`src/rtl/router_pkg.sv`:
```
// Shared types and constants for the router read path.
// Header byte: [7:2] payload length, [1:0] destination address.
package router_pkg;

  localparam int NUM_PORTS    = 3;
  localparam int LEN_W        = 6;
  localparam int CNT_W        = LEN_W + 1;
  localparam int HDR_LEN_MSB  = 7;
  localparam int HDR_LEN_LSB  = 2;
  localparam int HDR_ADDR_MSB = 1;
  localparam int HDR_ADDR_LSB = 0;

  typedef enum logic [2:0] {
    IDLE,
    HDR,
    HWAIT,
    BODY,
    TAIL
  } rd_state_e;

  function automatic logic [1:0] rr_next(input logic [1:0] idx);
    return (idx == 2'(NUM_PORTS - 1)) ? 2'd0 : idx + 2'd1;
  endfunction

endpackage

```
`src/rtl/router_rr_arb.sv`:
```
// Round-robin grant over the FIFO ports; grant is combinational, pointer moves on upd.
// The search starts at the port after the last one recorded by upd.
module router_rr_arb
  import router_pkg::*;
(
  input  logic                 clk,
  input  logic                 rst,
  input  logic [NUM_PORTS-1:0] req,
  input  logic                 upd,
  output logic                 gnt_vld,
  output logic [1:0]           gnt_idx
);

  logic [1:0] last_q, last_d;
  logic [1:0] cand;

  always_comb begin
    gnt_vld = 1'b0;
    gnt_idx = 2'd0;
    cand    = rr_next(last_q);
    for (int i = 0; i < NUM_PORTS; i++) begin
      if (!gnt_vld && req[cand]) begin
        gnt_vld = 1'b1;
        gnt_idx = cand;
      end
      cand = rr_next(cand);
    end
    last_d = (upd && gnt_vld) ? gnt_idx : last_q;
  end

  // Reset to the highest port so the first search begins at port 0.
  always_ff @(posedge clk or negedge rst) begin
    if (!rst) last_q <= 2'(NUM_PORTS - 1);
    else      last_q <= last_d;
  end

endmodule

```
`src/rtl/router_rd_ctrl.sv`:
```
// Router read controller: drains one locked FIFO port per packet into the sink.
// Byte appears one cycle after its read strobe; reads stall while vld_out or sink_rdy is low.
module router_rd_ctrl
  import router_pkg::*;
(
  input  logic       clk,
  input  logic       rst,
  input  logic       vld_out_0,
  input  logic       vld_out_1,
  input  logic       vld_out_2,
  input  logic [7:0] data_out_0,
  input  logic [7:0] data_out_1,
  input  logic [7:0] data_out_2,
  input  logic       soft_rst_0,
  input  logic       soft_rst_1,
  input  logic       soft_rst_2,
  input  logic       sink_rdy,
  output logic       read_enb_0,
  output logic       read_enb_1,
  output logic       read_enb_2,
  output logic [7:0] pkt_data,
  output logic       pkt_valid,
  output logic       pkt_first,
  output logic       pkt_last,
  output logic [1:0] pkt_port,
  output logic       pkt_done,
  output logic       parity_err,
  output logic       addr_err,
  output logic       pkt_abort
);

  rd_state_e        state_q, state_d;
  logic [1:0]       port_q, port_d;
  logic [CNT_W-1:0] cnt_q, cnt_d;
  logic [7:0]       acc_q, acc_d;
  logic             addr_bad_q, addr_bad_d;
  logic             valid_q, valid_d;
  logic             first_q, first_d;
  logic             last_q, last_d;
  logic             done_q, done_d;
  logic             perr_q, perr_d;
  logic             aerr_q, aerr_d;
  logic             abort_q, abort_d;

  logic [NUM_PORTS-1:0] vld_v, srst_v;
  logic [7:0]           rd_byte, acc_nxt;
  logic [CNT_W-1:0]     hdr_len;
  logic                 vld_sel, srst_sel, can_rd, rd_en;
  logic                 gnt_vld, arb_upd;
  logic [1:0]           gnt_idx;

  assign vld_v  = {vld_out_2, vld_out_1, vld_out_0};
  assign srst_v = {soft_rst_2, soft_rst_1, soft_rst_0};

  always_comb begin
    unique case (port_q)
      2'd1:    rd_byte = data_out_1;
      2'd2:    rd_byte = data_out_2;
      default: rd_byte = data_out_0;
    endcase
  end

  assign vld_sel  = vld_v[port_q];
  assign srst_sel = srst_v[port_q];
  assign can_rd   = vld_sel && sink_rdy;
  assign acc_nxt  = acc_q ^ (valid_q ? rd_byte : 8'h00);
  // Remaining strobes after the header: payload plus the parity byte.
  assign hdr_len  = CNT_W'(rd_byte[HDR_LEN_MSB:HDR_LEN_LSB]) + CNT_W'(1);

  router_rr_arb u_arb (
    .clk     (clk),
    .rst     (rst),
    .req     (vld_v),
    .upd     (arb_upd),
    .gnt_vld (gnt_vld),
    .gnt_idx (gnt_idx)
  );

  always_comb begin
    state_d    = state_q;
    port_d     = port_q;
    cnt_d      = cnt_q;
    acc_d      = acc_q;
    addr_bad_d = addr_bad_q;
    rd_en      = 1'b0;
    first_d    = 1'b0;
    last_d     = 1'b0;
    done_d     = 1'b0;
    perr_d     = 1'b0;
    aerr_d     = 1'b0;
    abort_d    = 1'b0;
    arb_upd    = 1'b0;

    if (state_q != IDLE && srst_sel) begin
      state_d    = IDLE;
      abort_d    = 1'b1;
      acc_d      = 8'h00;
      cnt_d      = '0;
      addr_bad_d = 1'b0;
    end else begin
      unique case (state_q)
        IDLE: begin
          acc_d      = 8'h00;
          cnt_d      = '0;
          addr_bad_d = 1'b0;
          if (gnt_vld) begin
            port_d  = gnt_idx;
            arb_upd = 1'b1;
            state_d = HDR;
          end
        end
        HDR: begin
          if (can_rd) begin
            rd_en   = 1'b1;
            first_d = 1'b1;
            state_d = HWAIT;
          end
        end
        HWAIT: begin
          acc_d      = acc_nxt;
          addr_bad_d = (rd_byte[HDR_ADDR_MSB:HDR_ADDR_LSB] != port_q);
          // Parity byte always follows, so reading here never over-runs the packet.
          if (can_rd) begin
            rd_en = 1'b1;
            cnt_d = hdr_len - CNT_W'(1);
            if (hdr_len == CNT_W'(1)) begin
              last_d  = 1'b1;
              state_d = TAIL;
            end else begin
              state_d = BODY;
            end
          end else begin
            cnt_d   = hdr_len;
            state_d = BODY;
          end
        end
        BODY: begin
          acc_d = acc_nxt;
          if (cnt_q != '0 && can_rd) begin
            rd_en = 1'b1;
            cnt_d = cnt_q - CNT_W'(1);
            if (cnt_q == CNT_W'(1)) begin
              last_d  = 1'b1;
              state_d = TAIL;
            end
          end
        end
        TAIL: begin
          acc_d   = acc_nxt;
          done_d  = 1'b1;
          perr_d  = (acc_nxt != 8'h00);
          aerr_d  = addr_bad_q;
          state_d = IDLE;
        end
        default: state_d = IDLE;
      endcase
    end
    valid_d = rd_en;
  end

  always_ff @(posedge clk or negedge rst) begin
    if (!rst) begin
      state_q    <= IDLE;
      port_q     <= 2'd0;
      cnt_q      <= '0;
      acc_q      <= 8'h00;
      addr_bad_q <= 1'b0;
      valid_q    <= 1'b0;
      first_q    <= 1'b0;
      last_q     <= 1'b0;
      done_q     <= 1'b0;
      perr_q     <= 1'b0;
      aerr_q     <= 1'b0;
      abort_q    <= 1'b0;
    end else begin
      state_q    <= state_d;
      port_q     <= port_d;
      cnt_q      <= cnt_d;
      acc_q      <= acc_d;
      addr_bad_q <= addr_bad_d;
      valid_q    <= valid_d;
      first_q    <= first_d;
      last_q     <= last_d;
      done_q     <= done_d;
      perr_q     <= perr_d;
      aerr_q     <= aerr_d;
      abort_q    <= abort_d;
    end
  end

  assign read_enb_0 = rd_en && (port_q == 2'd0);
  assign read_enb_1 = rd_en && (port_q == 2'd1);
  assign read_enb_2 = rd_en && (port_q == 2'd2);
  assign pkt_data   = valid_q ? rd_byte : 8'h00;
  assign pkt_valid  = valid_q;
  assign pkt_first  = first_q;
  assign pkt_last   = last_q;
  assign pkt_port   = port_q;
  assign pkt_done   = done_q;
  assign parity_err = perr_q;
  assign addr_err   = aerr_q;
  assign pkt_abort  = abort_q;

endmodule

```
`config.mk`:
```
export PLATFORM = sky130hd
export DESIGN_NAME = router_rd_ctrl
export DESIGN_NICKNAME = d
export VERILOG_FILES = /design/src/rtl/router_pkg.sv /design/src/rtl/router_rr_arb.sv /design/src/rtl/router_rd_ctrl.sv
export SDC_FILE = /design/constraint.sdc
export NUM_CORES = 1
export LEC_CHECK = 0
export ABC_CLOCK_PERIOD_IN_PS = 7900
export CAP_MARGIN = 20
export CORE_MARGIN = 2
export CORE_UTILIZATION = 55
export CTS_CLUSTER_DIAMETER = 60
export CTS_CLUSTER_SIZE = 16
export DETAILED_ROUTE_END_ITERATION = 12
export MAX_ROUTING_LAYER = met4
export PLACE_DENSITY = 0.86
export SLEW_MARGIN = 10
export SYNTH_ARGS = -nofsm -noshare
export SYNTH_HDL_FRONTEND = slang
export SYNTH_SLANG_ARGS = --single-unit
```
`constraint.sdc`:
```
create_clock -name clk -period 7.9 [get_ports clk]
set_clock_uncertainty 0.1 [all_clocks]
set_input_delay 0.79 -clock clk [delete_from_list [all_inputs] [get_ports clk]]
set_output_delay 0.79 -clock clk [all_outputs]
set_load 0.05 [all_outputs]
```
* Word-level counts from Yosys, hierarchy flattened
Cells that the tools add are included.
** Storage, ports and cells
- Flip-flop bits (word level) :: 30
- Bits of input ports :: 33
- Word-level logic and storage cells :: 124
** Operators by class
- $add $sub $neg :: 6
- $lt $le $gt $ge :: 4
- Equal/unequal tests :: 16
- Muxes and demuxes :: 59
- Bitwise logic cells :: 2
- Reductions and logical operators :: 24
** Operator list (count)
- 8-bit one-hot mux with 2 select lines :: 2
- 1-bit 2-to-1 mux :: 29
- 3-bit 2-to-1 mux :: 7
- 7-bit 2-to-1 mux :: 3
- 7-bit one-hot mux with 3 select lines :: 1
- 8-bit 2-to-1 mux :: 2
- 7-bit by 1-bit equality test with 1-bit output (second input constant) :: 2
- 7-bit by 1-bit subtractor with 7-bit output (second input constant) :: 2
- 2-bit by 3-bit less-than comparator with 1-bit output (second input constant) :: 4
- 2-bit 2-to-1 mux :: 6
- 3-bit inequality test (second input constant) :: 4
- 3-bit one-hot mux with 4 select lines :: 1
- 1-bit binary-select mux with 2-bit select :: 5
- 1-bit logical AND :: 9
- 3-bit nonzero test :: 3
- 2-bit equality test (second input constant) :: 4
- 8-bit nonzero test :: 1
- 8-bit XOR :: 1
- 6-bit by 1-bit adder with 7-bit output (second input constant) :: 1
- 7-bit nonzero test :: 1
- 2-bit by 1-bit adder with 2-bit output (second input constant) :: 3
- 3-bit by 2-bit equality test with 1-bit output (second input constant) :: 2
- 1-bit one-hot mux with 2 select lines :: 3
- 4-bit AND reduction :: 1
- 13 further kinds :: 14

* Depth between registers and ports, before layout
- Depth in word-level cells :: 15
- Gate-level depth with buffers :: 14

* By module
A second synthesis with hierarchy kept.
** Second synthesis, totals
- Cells, all modules :: 284
- Area, all modules :: 2388.5 µm²
** By module, submodules not included
- router_rd_ctrl :: times used 1, cells an instance 268, area an instance 2247.2 µm²
- router_rr_arb :: times used 1, cells an instance 16, area an instance 141.4 µm²

* Least setup slack after synthesis
Ideal clock, no wire load.
- Kind :: register -> output
- Start point :: register port_q[0] (netlist: pkt_port[0])
- End point :: output pkt_data[3]
- Data arrival time :: 2435 ps
- Slack :: 4575 ps
- Cell stages (with the launch flop) :: 8
- Path buffers :: 2
- Cell sequence :: dfrtp_1 > inv_1 > ha_1 > buf_6 > buf_8 > a21oi_2 > inv_2 > nor2_1
** On the way
- Word-level cells in the longest chain between the ends :: 3
** Ends and longest elaborated chain
- start, declared :: line router_rd_ctrl.sv:33 : logic [1:0] port_q, port_d;
- start signal, assigned :: line router_rd_ctrl.sv:177 : port_q <= port_d;
- 2-bit equality test / 2-bit by 1-bit equality test with 1-bit output (equally long branches) :: line router_rd_ctrl.sv:56 : unique case (port_q)
- 8-bit one-hot mux with 2 select lines (*) :: line router_rd_ctrl.sv:56
- 8-bit 2-to-1 mux (*) :: line router_rd_ctrl.sv:194 : assign pkt_data = valid_q ? rd_byte : 8'h00;
- end, declared :: line router_rd_ctrl.sv:21 : output logic [7:0] pkt_data,
Every way passes the cells marked *; elsewhere a longest branch is shown, timed or not.

* Worst setup path after layout
- Start point :: input soft_rst_2
- End point :: output read_enb_0
** On the way
- Word-level cells in the longest chain between the ends :: 5
** Ends and longest elaborated chain
- start, declared :: line router_rd_ctrl.sv:16 : input logic soft_rst_2,
- 1-bit binary-select mux with 2-bit select :: line router_rd_ctrl.sv:64 : assign srst_sel = srst_v[port_q];
- 1-bit 2-to-1 mux (implied by the code) :: line router_rd_ctrl.sv:64
- 1-bit logical AND :: line router_rd_ctrl.sv:94 : if (state_q != IDLE && srst_sel) begin
- 1-bit 2-to-1 mux :: line router_rd_ctrl.sv:94
- named net rd_en :: line router_rd_ctrl.sv:48 : logic vld_sel, srst_sel, can_rd, rd_en;
- 1-bit logical AND :: line router_rd_ctrl.sv:191 : assign read_enb_0 = rd_en && (port_q == 2'd0);
- end, declared :: line router_rd_ctrl.sv:18 : output logic read_enb_0,
The timed path passes the listed nets, and every way through them passes these cells. The select of a mux whose other input is x is not followed.

==> metrics <==
status completed; # setup viols final 0; cts hold-fix bufs 0; first-pass GRT wire length 9480 um; final instance area 0.00296 mm2; Post-DRT Antenna Nets 0; DP Area 0.00284 mm2; antenna violations before repair 0; post-route setup TNS 0 ns; PostCTS Resize Cnt 0; H-tree Lvls 2; sequential fraction of the synthesis area 32.1%; Post-synth top flop dfrtp_1; layout cell share with drive strength beyond 1 9.18%; DR pass1 iterations 4; Num CTS Buffers 5; RSZ-0062 raised after global routing no; Die Ht 69.2 um; Finished Core Util 73.0%; Slew Limit Fails 0; Root Driver clkbuf_8; worst-margin pin slew 0.821 ns; Routed WL 5570 um; DRC 0; Die X 69.2 um; Starting DRT DRC Count 165; clk buf depth 2; CP endpoint kind output port; synth unique cells 64; # diodes 0; P_leak 1.20 nW; area of the core 0.00406 mm2; Tmin final 4.16 ns; Mapped Area 0.00234 mm2; gpl congestion 0.842; port bufs 52; Slew HR 45.3%; syn nets 307; Worst VDD drop 266 uV; TritonCTS clock tree built; number of max-cap violations 0; nets 355; #FFs+latches synth 30; remaining global-route overflow 0; PwrDens 395 mW/mm2; DR vias/cell 5.77; CP Max Fanout 8; FFs w/ async S/R, synth 100%; CP Class in -> out; CTS Sinks 30; floorplan row count 23; Synth warnings 0; Post-DP HPWL 4120 um; routed vias 2112; Die ar. 0.00479 mm2; Worst-path clk slew 0.08 ns; sequential share of power 21.1%; worst skew pair latency 0.29 ns; FMAX 241 MHz; Min-Delay Path Class reg -> reg; period utilisation layout 52.6%; Crit path required time 7.01 ns; All-Layer GR Usage 24.8%; final hold slack 0.407 ns; I/O pin cnt 53; post-synthesis instance total 267; Mapped Avg Cell Area 8.76 um2; vias in the first global route 2049; CP arrival 3.27 ns; Comb pwr share 64.8%; final hold violation count 0; total power 1.17 mW; synth-to-layout area growth 26.5%; switch share 50.1%; Startpoint Class primary input; largest net degree at the start of global routing 31; internal power 0.584 mW; hold depth 2; fillers 295; NetSw 0.587 mW; worst reg2reg path depth 11; WL/cell 15.2 um; Clock power frac 14.0%; Post-synth EDFFs 0; Setup Buffers After CTS 0; initial core utilization 57.7%
-- layout make-up --
cell class                      instances  area [um2]  area share [%]
Clock buffer                            7        86.3            2.92
Clock inverter                          1        30.0            1.01
Inverter                                8        30.0            1.01
Multi-Input combinational cell        217        1470            49.7
Sequential cell                        30         752            25.4
Tap cell                               50        62.6            2.11
Timing Repair Buffer                   53         528            17.8
-- final timing paths --
path,startpoint,to,slack (ns)
max,soft_rst_2,read_enb_0,3.74
min,cnt_q[6]$_DFFE_PN0P_,cnt_q[6]$_DFFE_PN0P_,0.41
max reg2reg,pkt_port[1]$_DFFE_PN0P_,state_q[2]$_DFFE_PN0P_,4.45
min reg2reg,cnt_q[6]$_DFFE_PN0P_,cnt_q[6]$_DFFE_PN0P_,0.41
max in group asynchronous,rst,u_arb.last_q[1]$_DFFE_PN1P_,6.58
min in group asynchronous,rst,state_q[1]$_DFFE_PN0P_,0.80
-- per-layer routing --
layer	up-vias	routed length (um)	global-route usage, %
met5	-	0	-
met4	0	61	6.75
met3	8	287	4.51
met2	62	2740	39.9
met1	985	2480	32.5
li1	1057	-	-
-- registers in the layout, indices dropped and copies added, names as in the netlist --
register and count:
pkt_valid 1, pkt_last 1, addr_err 1, state_q 3
pkt_abort 1, acc_q 8, u_arb.last_q 2, pkt_port 2
pkt_done 1, addr_bad_q 1, parity_err 1, cnt_q 7
pkt_first 1
-- per-stage QoR --
stage	instances	setup WS, ns
after floorplan	267	4.58
after global routing	366	3.58
after detailed placement	358	3.73
after global placement	358	3.86
final	366	3.74
after CTS	366	3.72
-- placed cells by master (no fill, tap or decap), types with 5 or more instances in the layout --
master           netlist  layout
nand2_1               33      33
clkbuf_8               0       6
clkdlybuf4s50_1        0      52
xnor2_1               14      14
o21ai_0               16      16
mux2i_1                5       5
ha_1                   7       7
o21ai_1                6       6
o41ai_1                8       8
nand2b_1               8       8
a22oi_1                6       6
nor2_1                33      33
a21oi_1                6       6
inv_1                  7       7
dfrtp_1               29      29
-- power groups by stage --
stage / Sequential (mW) / Combinational, mW / Clock (mW)
finish: 0.247 / 0.759 / 0.164
global route: 0.254 / 0.834 / 0.174
CTS: 0.246 / 0.760 / 0.165
detailed placement: 0.249 / 0.753 / 0
global placement: 0.248 / 0.738 / 0
floorplan: 0.252 / 0.610 / 0
-- cell usage after synthesis, types with 2 or more instances --
cell | n | area share (%)
nand2b_1 | 8 | 2.1
nand4b_1 | 2 | 0.75
o21ai_0 | 16 | 3.4
o41ai_1 | 8 | 3.0
nor2_1 | 33 | 5.3
nor2b_1 | 3 | 0.80
xor2_1 | 3 | 1.1
o22ai_1 | 4 | 1.1
mux2i_1 | 5 | 2.1
a22oi_1 | 6 | 1.9
a21o_1 | 3 | 0.96
buf_2 | 3 | 0.64
o21ai_1 | 6 | 1.3
nand3_1 | 3 | 0.64
dfrtp_1 | 29 | 31
inv_1 | 7 | 1.1
nor3_1 | 4 | 0.86
buf_6 | 3 | 1.4
clkbuf_1 | 3 | 0.48
mux2i_4 | 2 | 1.9
xnor2_1 | 14 | 5.2
o211ai_1 | 3 | 0.96
a21oi_2 | 2 | 0.75
nor4_1 | 3 | 0.80
nand2_1 | 33 | 5.3
ha_1 | 7 | 3.7
o221ai_1 | 4 | 1.5
a21oi_1 | 6 | 1.3
nand3b_1 | 2 | 0.64
and2b_1 | 3 | 0.96
a22o_1 | 3 | 1.1
and2_1 | 4 | 1.1
-- worst max-delay path, cell delays in order --
cell             delay (ns)
clkdlybuf4s50_1        0.40
mux2i_1                0.18
o22ai_2                0.19
nor2_4                 0.21
o21ai_1                0.09
nor3_1                 0.40
and2_1                 0.20
clkdlybuf4s50_1        0.80
-- logic make-up (layout without fill, tap and decap cells) --
logic type / Yosys count / count (layout) / share of synthesized area [%]
buffers and inverters: 20 / 69 / 4.97
flip-flops: 30 / 30 / 32.1
XOR/XNOR: 17 / 17 / 6.36
multiplexers: 7 / 7 / 4.06
AO/OA/AOI/OAI: 72 / 72 / 22.9
adder cells (fa/ha/maj): 7 / 7 / 3.74
AND/OR/NAND/NOR: 114 / 114 / 25.8
Note: power is estimated with default switching activity, not from simulation.
